<file path="src/rtl/peach_pkg.sv">
// Shared control-path definitions: state encoding, PC source select codes and
// base opcodes shared with the instruction decoder.
package peach_pkg;

  typedef enum logic [7:0] {
    ST_FETCH  = 8'h00,
    ST_DECODE = 8'h01,
    ST_EXEC   = 8'h02,
    ST_MEM    = 8'h03,
    ST_WB     = 8'h04,
    ST_TRAP   = 8'h05,
    ST_BOOT   = 8'hFF
  } state_t;

  localparam logic [1:0] PC_SEL_PLUS4  = 2'd0;
  localparam logic [1:0] PC_SEL_TARGET = 2'd1;
  localparam logic [1:0] PC_SEL_ZERO   = 2'd2;

  localparam logic [6:0] OP_LOAD   = 7'b0000011;
  localparam logic [6:0] OP_STORE  = 7'b0100011;
  localparam logic [6:0] OP_BRANCH = 7'b1100011;
  localparam logic [6:0] OP_JAL    = 7'b1101111;
  localparam logic [6:0] OP_JALR   = 7'b1100111;
  localparam logic [6:0] OP_OP     = 7'b0110011;
  localparam logic [6:0] OP_OP_IMM = 7'b0010011;
  localparam logic [6:0] OP_LUI    = 7'b0110111;
  localparam logic [6:0] OP_AUIPC  = 7'b0010111;

  // A decoded instruction is legal only when exactly one class flag is set.
  function automatic logic class_is_legal(input logic [5:0] flags);
    return ($countones(flags) == 1);
  endfunction

endpackage

</file>
<file path="src/rtl/mc_control_boot_counter.sv">
// 16-bit word index for the ROM-to-memory boot copy; stops at its terminal
// value and flags it.
module boot_counter #(
  parameter logic [15:0] TC_VALUE = 16'd255
) (
  input  logic        clk,
  input  logic        rst_n,
  input  logic        en,
  output logic [15:0] count,
  output logic        tc
);

  logic [15:0] count_reg;

  always_ff @(posedge clk or negedge rst_n) begin
    if (!rst_n) begin
      count_reg <= 16'd0;
    end else if (en && !tc) begin
      count_reg <= count_reg + 16'd1;
    end
  end

  assign count = count_reg;
  assign tc    = (count_reg == TC_VALUE);

endmodule

</file>
<file path="src/rtl/mc_control.sv">
// Multi-cycle CPU control FSM: boot copy, fetch/decode/exec/mem/writeback.
// Build option PEACH_TRAP_EN halts in TRAP on an illegal opcode instead of skipping it.
module mc_control
  import peach_pkg::*;
#(
  parameter int unsigned ROM_WORDS = 256
) (
  input  logic        clk,
  input  logic        rst_n,
  input  logic        type_r,
  input  logic        type_i,
  input  logic        type_s,
  input  logic        type_b,
  input  logic        type_u,
  input  logic        type_j,
  input  logic        is_load,
  input  logic        br_taken,
  input  logic        mem_ready,
  output logic [15:0] boot_addr,
  output logic        boot_we,
  output logic        mem_re,
  output logic        mem_we,
  output logic        ir_we,
  output logic        reg_we,
  output logic        pc_we,
  output logic [1:0]  pc_sel,
  output logic [7:0]  state,
  output logic        trap
);

  localparam logic [15:0] BOOT_LAST = 16'(ROM_WORDS - 1);

  state_t state_reg, state_next;
  logic   boot_tc;
  logic   legal;

  boot_counter #(
    .TC_VALUE (BOOT_LAST)
  ) u_boot_counter (
    .clk   (clk),
    .rst_n (rst_n),
    .en    (state_reg == ST_BOOT),
    .count (boot_addr),
    .tc    (boot_tc)
  );

  always_ff @(posedge clk or negedge rst_n) begin
    if (!rst_n) begin
      state_reg <= ST_BOOT;
    end else begin
      state_reg <= state_next;
    end
  end

  assign legal = class_is_legal({type_r, type_i, type_s, type_b, type_u, type_j});

  always_comb begin
    state_next = state_reg;
    boot_we    = 1'b0;
    mem_re     = 1'b0;
    mem_we     = 1'b0;
    ir_we      = 1'b0;
    reg_we     = 1'b0;
    pc_we      = 1'b0;
    pc_sel     = PC_SEL_PLUS4;
    case (state_reg)
      ST_BOOT: begin
        boot_we = 1'b1;
        if (boot_tc) begin
          pc_we      = 1'b1;
          pc_sel     = PC_SEL_ZERO;
          state_next = ST_FETCH;
        end
      end
      ST_FETCH: begin
        mem_re = 1'b1;
        if (mem_ready) begin
          ir_we      = 1'b1;
          state_next = ST_DECODE;
        end
      end
      ST_DECODE: begin
        if (legal) begin
          state_next = ST_EXEC;
        end else begin
`ifdef PEACH_TRAP_EN
          state_next = ST_TRAP;
`else
          pc_we      = 1'b1;
          pc_sel     = PC_SEL_PLUS4;
          state_next = ST_FETCH;
`endif
        end
      end
      ST_EXEC: begin
        if (type_b) begin
          pc_we      = 1'b1;
          pc_sel     = br_taken ? PC_SEL_TARGET : PC_SEL_PLUS4;
          state_next = ST_FETCH;
        end else if (type_s || is_load) begin
          state_next = ST_MEM;
        end else begin
          state_next = ST_WB;
        end
      end
      ST_MEM: begin
        // Loads finish through WB; stores have no register result and retire here.
        if (is_load) begin
          mem_re = 1'b1;
          if (mem_ready) state_next = ST_WB;
        end else begin
          mem_we = 1'b1;
          if (mem_ready) begin
            pc_we      = 1'b1;
            pc_sel     = PC_SEL_PLUS4;
            state_next = ST_FETCH;
          end
        end
      end
      ST_WB: begin
        reg_we     = 1'b1;
        pc_we      = 1'b1;
        pc_sel     = type_j ? PC_SEL_TARGET : PC_SEL_PLUS4;
        state_next = ST_FETCH;
      end
      default: begin
        state_next = state_reg;
      end
    endcase
    // Strobes must be quiet for the whole time reset is held, not just after an edge.
    if (!rst_n) begin
      boot_we = 1'b0;
      mem_re  = 1'b0;
      mem_we  = 1'b0;
      ir_we   = 1'b0;
      reg_we  = 1'b0;
      pc_we   = 1'b0;
      pc_sel  = PC_SEL_PLUS4;
    end
  end

  assign state = state_reg;

`ifdef PEACH_TRAP_EN
  assign trap = (state_reg == ST_TRAP);
`else
  assign trap = 1'b0;
`endif

endmodule
</file>
<file path="config.mk">
export PLATFORM = sky130hd
export DESIGN_NAME = mc_control
export DESIGN_NICKNAME = d
export VERILOG_FILES = /design/src/rtl/peach_pkg.sv /design/src/rtl/mc_control_boot_counter.sv /design/src/rtl/mc_control.sv
export SDC_FILE = /design/constraint.sdc
export NUM_CORES = 1
export LEC_CHECK = 0
export BUFFER_PORTS_ARGS = -buffer_cell sky130_fd_sc_hd__clkbuf_2
export CELL_PAD_IN_SITES_DETAIL_PLACEMENT = 2
export CELL_PAD_IN_SITES_GLOBAL_PLACEMENT = 2
export CORE_AREA = 2 2 73 75
export CTS_BUF_LIST = sky130_fd_sc_hd__clkbuf_16
export DETAILED_ROUTE_END_ITERATION = 8
export DIE_AREA = 0 0 75 77
export GPL_ROUTABILITY_DRIVEN = 0
export GPL_TIMING_DRIVEN = 0
export HOLD_SLACK_MARGIN = 0.15
export MAX_ROUTING_LAYER = met4
export PLACE_DENSITY_LB_ADDON = 0.1
export SKIP_LAST_GASP = 1
export SLEW_MARGIN = 30
export SYNTH_ARGS = -nofsm -noshare
export SYNTH_HDL_FRONTEND = slang
export SYNTH_SLANG_ARGS = --single-unit
</file>
<file path="constraint.sdc">
create_clock -name clk -period 3.8 [get_ports clk]
set_clock_uncertainty 0.15 [all_clocks]
set_input_delay 0.38 -clock clk [delete_from_list [all_inputs] [get_ports clk]]
set_output_delay 0.38 -clock clk [all_outputs]
set_load 0.03 [all_outputs]
</file>
After elaboration in Yosys (flattened, before gate mapping). Index checks and enable logic that the tools add are counted.

Input port bits: 11. Register bits: 24. Logic and storage cells: 58.

Mux-type cells: 34. $add $sub $neg: 6. Reductions and logical operators: 6. Eq/ne operators: 10.

Operators by type and width (count): 8-bit case mux with 6 select lines (1); 8-bit 2-to-1 mux (5); 1-bit 2-to-1 mux (20); 16-bit by 1-bit adder with 16-bit output (second input constant) (1); 16-bit by 8-bit equality test with 1-bit output (second input constant) (1); 8-bit by 2-bit equality test with 1-bit output (second input constant) (2); 8-bit by 1-bit equality test with 1-bit output (second input constant) (1); 8-bit by 3-bit equality test with 1-bit output (second input constant) (1); 8-bit equality test (second input constant) (1); 8-bit logical NOT (1); 1-bit by 1-bit adder with 2-bit output (3); 2-bit 2-to-1 mux (3); 3-bit 2-to-1 mux (2); 2-bit != test (second input constant) (3); 2-bit case mux with 3 select lines (1); 6-bit nonzero test (1); 1-bit case mux with 5 select lines (1); 3-bit by 2-bit adder with 4-bit output (1); 4-bit by 1-bit equality test with 1-bit output (second input constant) (1); 4-bit AND reduction (1); 2-bit by 2-bit adder with 3-bit output (1); 1-bit case mux with 2 select lines (1); 1-bit logical AND (1); 1-bit logical NOT (1); 1-bit logical OR (1).

Depth between registers and ports, before layout.
Word-level depth: 7. Mapped depth: 10. Depth with buffers taken out: 10.

Cells and area by module. A second synthesis with hierarchy kept.

Cells, all modules: 146. Area total of the unflattened synthesis: 1396.3 um^2.

By module, submodules not included: boot_counter (times used 1, area each 759.5 um^2, cells each 65); mc_control (times used 1, area each 636.9 um^2, cells each 81).

Worst setup path after synthesis. No wires, ideal clock.

Kind: input to output. From: input type_r. To: output pc_we. Arrival time: 2.853 ns. Stages: 10. Setup slack: 0.417 ns. Cells stage by stage: inv_1 > fa_1 > fa_1 > inv_1 > ha_1 > fa_1 > nor3b_1 > o22a_1 > nor2_1 > o311a_1.

Longest elaborated chain between the ends: 6.

Ends and longest elaborated chain: from (decl) (RTL line mc_control.sv:10) `input logic type_r,`; 1-bit by 1-bit adder with 2-bit output (not written as such) (RTL line peach_pkg.sv:31) `return ($countones(flags) == 1);`; 3-bit by 2-bit adder with 4-bit output (not written as such) (RTL line peach_pkg.sv:31); 4-bit by 1-bit equality test with 1-bit output (RTL line peach_pkg.sv:31); 1-bit 2-to-1 mux (RTL line mc_control.sv:83) `if (legal) begin`; 1-bit case mux with 5 select lines (RTL line mc_control.sv:66) `case (state_reg)`; 1-bit 2-to-1 mux (RTL line mc_control.sv:131) `if (!rst_n) begin`; to (decl) (RTL line mc_control.sv:25) `output logic pc_we,`.

No other way between the ends.

Final worst setup path.
From: input type_b. To: output pc_we.

Longest elaborated chain between the ends: 7. Elaborated cells between the ends (all ways): 8.

Ends and longest elaborated chain: from (decl) (RTL line mc_control.sv:13) `input logic type_b,`; 1-bit by 1-bit adder with 2-bit output (not written as such) (RTL line peach_pkg.sv:31); 2-bit by 2-bit adder with 3-bit output (not written as such) (RTL line peach_pkg.sv:31); 3-bit by 2-bit adder with 4-bit output (not written as such) (RTL line peach_pkg.sv:31); 4-bit by 1-bit equality test with 1-bit output (RTL line peach_pkg.sv:31); 1-bit 2-to-1 mux (RTL line mc_control.sv:83); 1-bit case mux with 5 select lines * (RTL line mc_control.sv:66); 1-bit 2-to-1 mux * (RTL line mc_control.sv:131).

Every way passes the cells marked *; elsewhere a longest branch is shown, timed or not.

==> impl_metrics.toml <==
[timing]
fmax_mhz = 277
setup_viol = 0
fin_crit_sh_pct = 95.1
fin_crit_ps = 3620
finalMaxSlewViolations = 0
worst_slew_pin_slew_ps = 622
finalSetupTns_ps = 0
rsz0062_at_grt = "no"
finalHoldViolCount = 0
relSlewSlack_pct = 58.5

[global_routing]
grt_usage_pct = 15.2
grt-ovfl-total = 0
grt_pass1_wl_um = 6770
antenna_found_initial = 0
grt_max_degree = 27
grt_pass1_vias = 1333

[synth]
synth_top_cell_area_share_pct = 27.3
synth_commonest_cells = "dfrtp_1, inv_1, xor2_1"
synth_top_area_cell = "dfrtp_1"
syn_area_per_cell_sq_um = 10.1
synthCells = 146
synth_edf_count = 0
ys_seq_area_share_pct = 34.4
synth_top_flop_cell = "dfrtp_1"
yosysWarningCount = 0
synth.distinct_cells = 49
async_reset_ff_share_pct = 100
synthMostInstantiatedCell = "dfrtp_1"
syn_nets = 162
synth-seq-cells = 20
synthesis.area_sq_um = 1470
synth.area.top_cells = "dfrtp_1, dfstp_2, xor2_1, fa_1, buf_4"

[placement]
dp_hpwl_um = 3020
io_buffers = 42
post_dp_cell_area_sq_um = 1770

[floorplan]
io_pins = 44
die_h_um = 77
core-area_sq_um = 4980
start_util_pct = 29.5
die_area_sq_um = 5780
die_width_um = 75
std_cell_rows = 26

[outcome]
status = "finished clean"

[pwr]
p_leak_nw = 0.990
clockPowerShare_pct = 28.2
peakVddDrop_uv = 200
total_power_w = 0.000773
p_sw_w = 0.000284
combPwrFrac_pct = 40.5
p_seq_share_pct = 31.3
p_int_w = 0.000489
power_density_nw_per_um2 = 417
swShare_pct = 36.7

[critical_path]
cp-startpoint = "type_b"
cp-start-kind = "input pin"
reg2reg_from = "u_boot_counter.count[0]"
path_class = "input pin to output port"
cp.arrival_ps = 3090
worst-path-max-fanout = 4
required_ps = 3270
cp-end-kind = "output port"

[clock_network]
htreeDepth = 1
clock_insertion_delay_worst_skew_ps = 250
clockRootBuffer = "clkbuf_16"
cts_max_path_buffers = 2
clk_pin_slew_ps = 60
cts_tree = "done"
cts_sinks = 20
cts_made_buffers = 3

[min_path]
hp-class = "flop to flop"
hold_start = "u_boot_counter.count[5]"

[finish]
drive_gt1_share_pct = 40.6
diodes = 0
area_growth_syn_to_layout_pct = 26.4
largest_reg_flops = 16
nNetsFinal = 210
final_area_sq_um = 1860

[routing]
post_drt_wl_per_cell_um = 14.8
wirelength_um = 3880
drt_pass1_iterations = 4
drt.antenna.violating_nets = 0
drt_iter0_drc = 22
num_vias = 1256
route.detailed.drc = 0
vias_per_cell = 4.79

[flow_run]
drv_cap = 0
==> kinds of logic (layout without fill, tap and decap cells) <==
family	count (synthesis)	after routing	share of synthesized area (%)
other	1	1	0.256
AND/OR/NAND/NOR	60	60	28.5
XOR/XNOR	15	15	8.95
AO/OA/AOI/OAI	19	19	11.0
flip-flops	20	20	34.4
buffers and inverters	23	69	8.01
multiplexers	3	3	3.07
adder cells (fa/ha/maj)	5	5	5.80
==> worst max-delay path, stage by stage <==
cell and delay, ps:
clkbuf_2 110, inv_1 50, fa_1 440, fa_1 490, inv_1 40, ha_1 180, fa_1 450, nor3b_2 250
o22a_1 170, nor2_1 40, o311a_1 290, clkbuf_2 190
==> metrics by stage <==
stage / utilization [%] / hold slack (ps) / worst slack, ps / instances
6_report: 37.3 / 341 / 184 / 262
5_1_grt: 37.3 / 361 / 14.3 / 262
4_1_cts: 37.2 / 346 / 52.4 / 262
3_5_place_dp: 35.5 / 277 / 54.0 / 258
3_3_place_gp: 35.5 / 271 / 91.5 / 258
2_1_floorplan: - / -65.6 / 417 / 146
==> path summary, 6_finish.rpt <==
kind / slack (ps) / depth (start not counted) / to
setup reg to reg: 1770 / 5 / state[2]
min in group asynchronous: 520 / 2 / u_boot_counter.count[12]
setup / recovery: 180 / 12 / pc_we
hold / removal: 340 / 1 / u_boot_counter.count[5]
max in group asynchronous: 2570 / 2 / u_boot_counter.count[5]
hold reg to reg: 340 / 1 / u_boot_counter.count[5]
==> power by group through the flow <==
stage               clock (W)  combinational, W  sequential [W]
global route         0.000233          0.000344        0.000245
detailed placement          0          0.000313        0.000247
global placement            0          0.000311        0.000245
CTS                  0.000224          0.000316        0.000243
floorplan                   0          0.000207        0.000271
finish               0.000218          0.000313        0.000242
==> per-layer routing <==
metal  share of wire (%)  track usage, %  vias to the layer above  wire (um)
met1                  43            19.2                      620       1690
li1                    -               -                      602          -
met4                0.90            4.29                        0         35
met3                 3.0            1.18                        4        117
met5                   0               -                        -          0
met2                  53            25.6                       30       2040
==> repair_timing <==
item	CTS	global route
hold buffers	1	0
endpoints found under the setup margin	0	1
hold endpoints to repair	16	0
resized for setup	0	1
buffers inserted	0	0
==> cell usage in the layout (no fill, tap or decap), types with 3 or more instances in the layout <==
| cell | Yosys | final |
|---|---|---|
| dfstp_2 | 4 | 4 |
| nand2_1 | 9 | 9 |
| nor3b_1 | 4 | 3 |
| mux2_4 | 3 | 3 |
| nand3_1 | 4 | 4 |
| xnor2_1 | 3 | 3 |
| o21ai_0 | 3 | 3 |
| buf_4 | 8 | 8 |
| dfrtp_1 | 16 | 16 |
| a211oi_1 | 3 | 3 |
| fa_1 | 3 | 3 |
| clkbuf_2 | 0 | 42 |
| inv_1 | 13 | 13 |
| xor2_1 | 12 | 12 |
| nor2_1 | 9 | 9 |
| nor3_1 | 6 | 6 |
| and2_1 | 3 | 3 |
| clkbuf_16 | 0 | 3 |
==> layout make-up <==
cell class / count / area [sq um]
multi-input cells: 103 / 850
inverters: 13 / 48.8
fillers: 576 / 3120
clock buffers: 3 / 75.1
flip-flops and latches: 20 / 505
repair buffers: 43 / 220
well taps: 70 / 87.6
plain buffers: 10 / 68.8
Note: power is estimated with default switching activity, not from simulation.
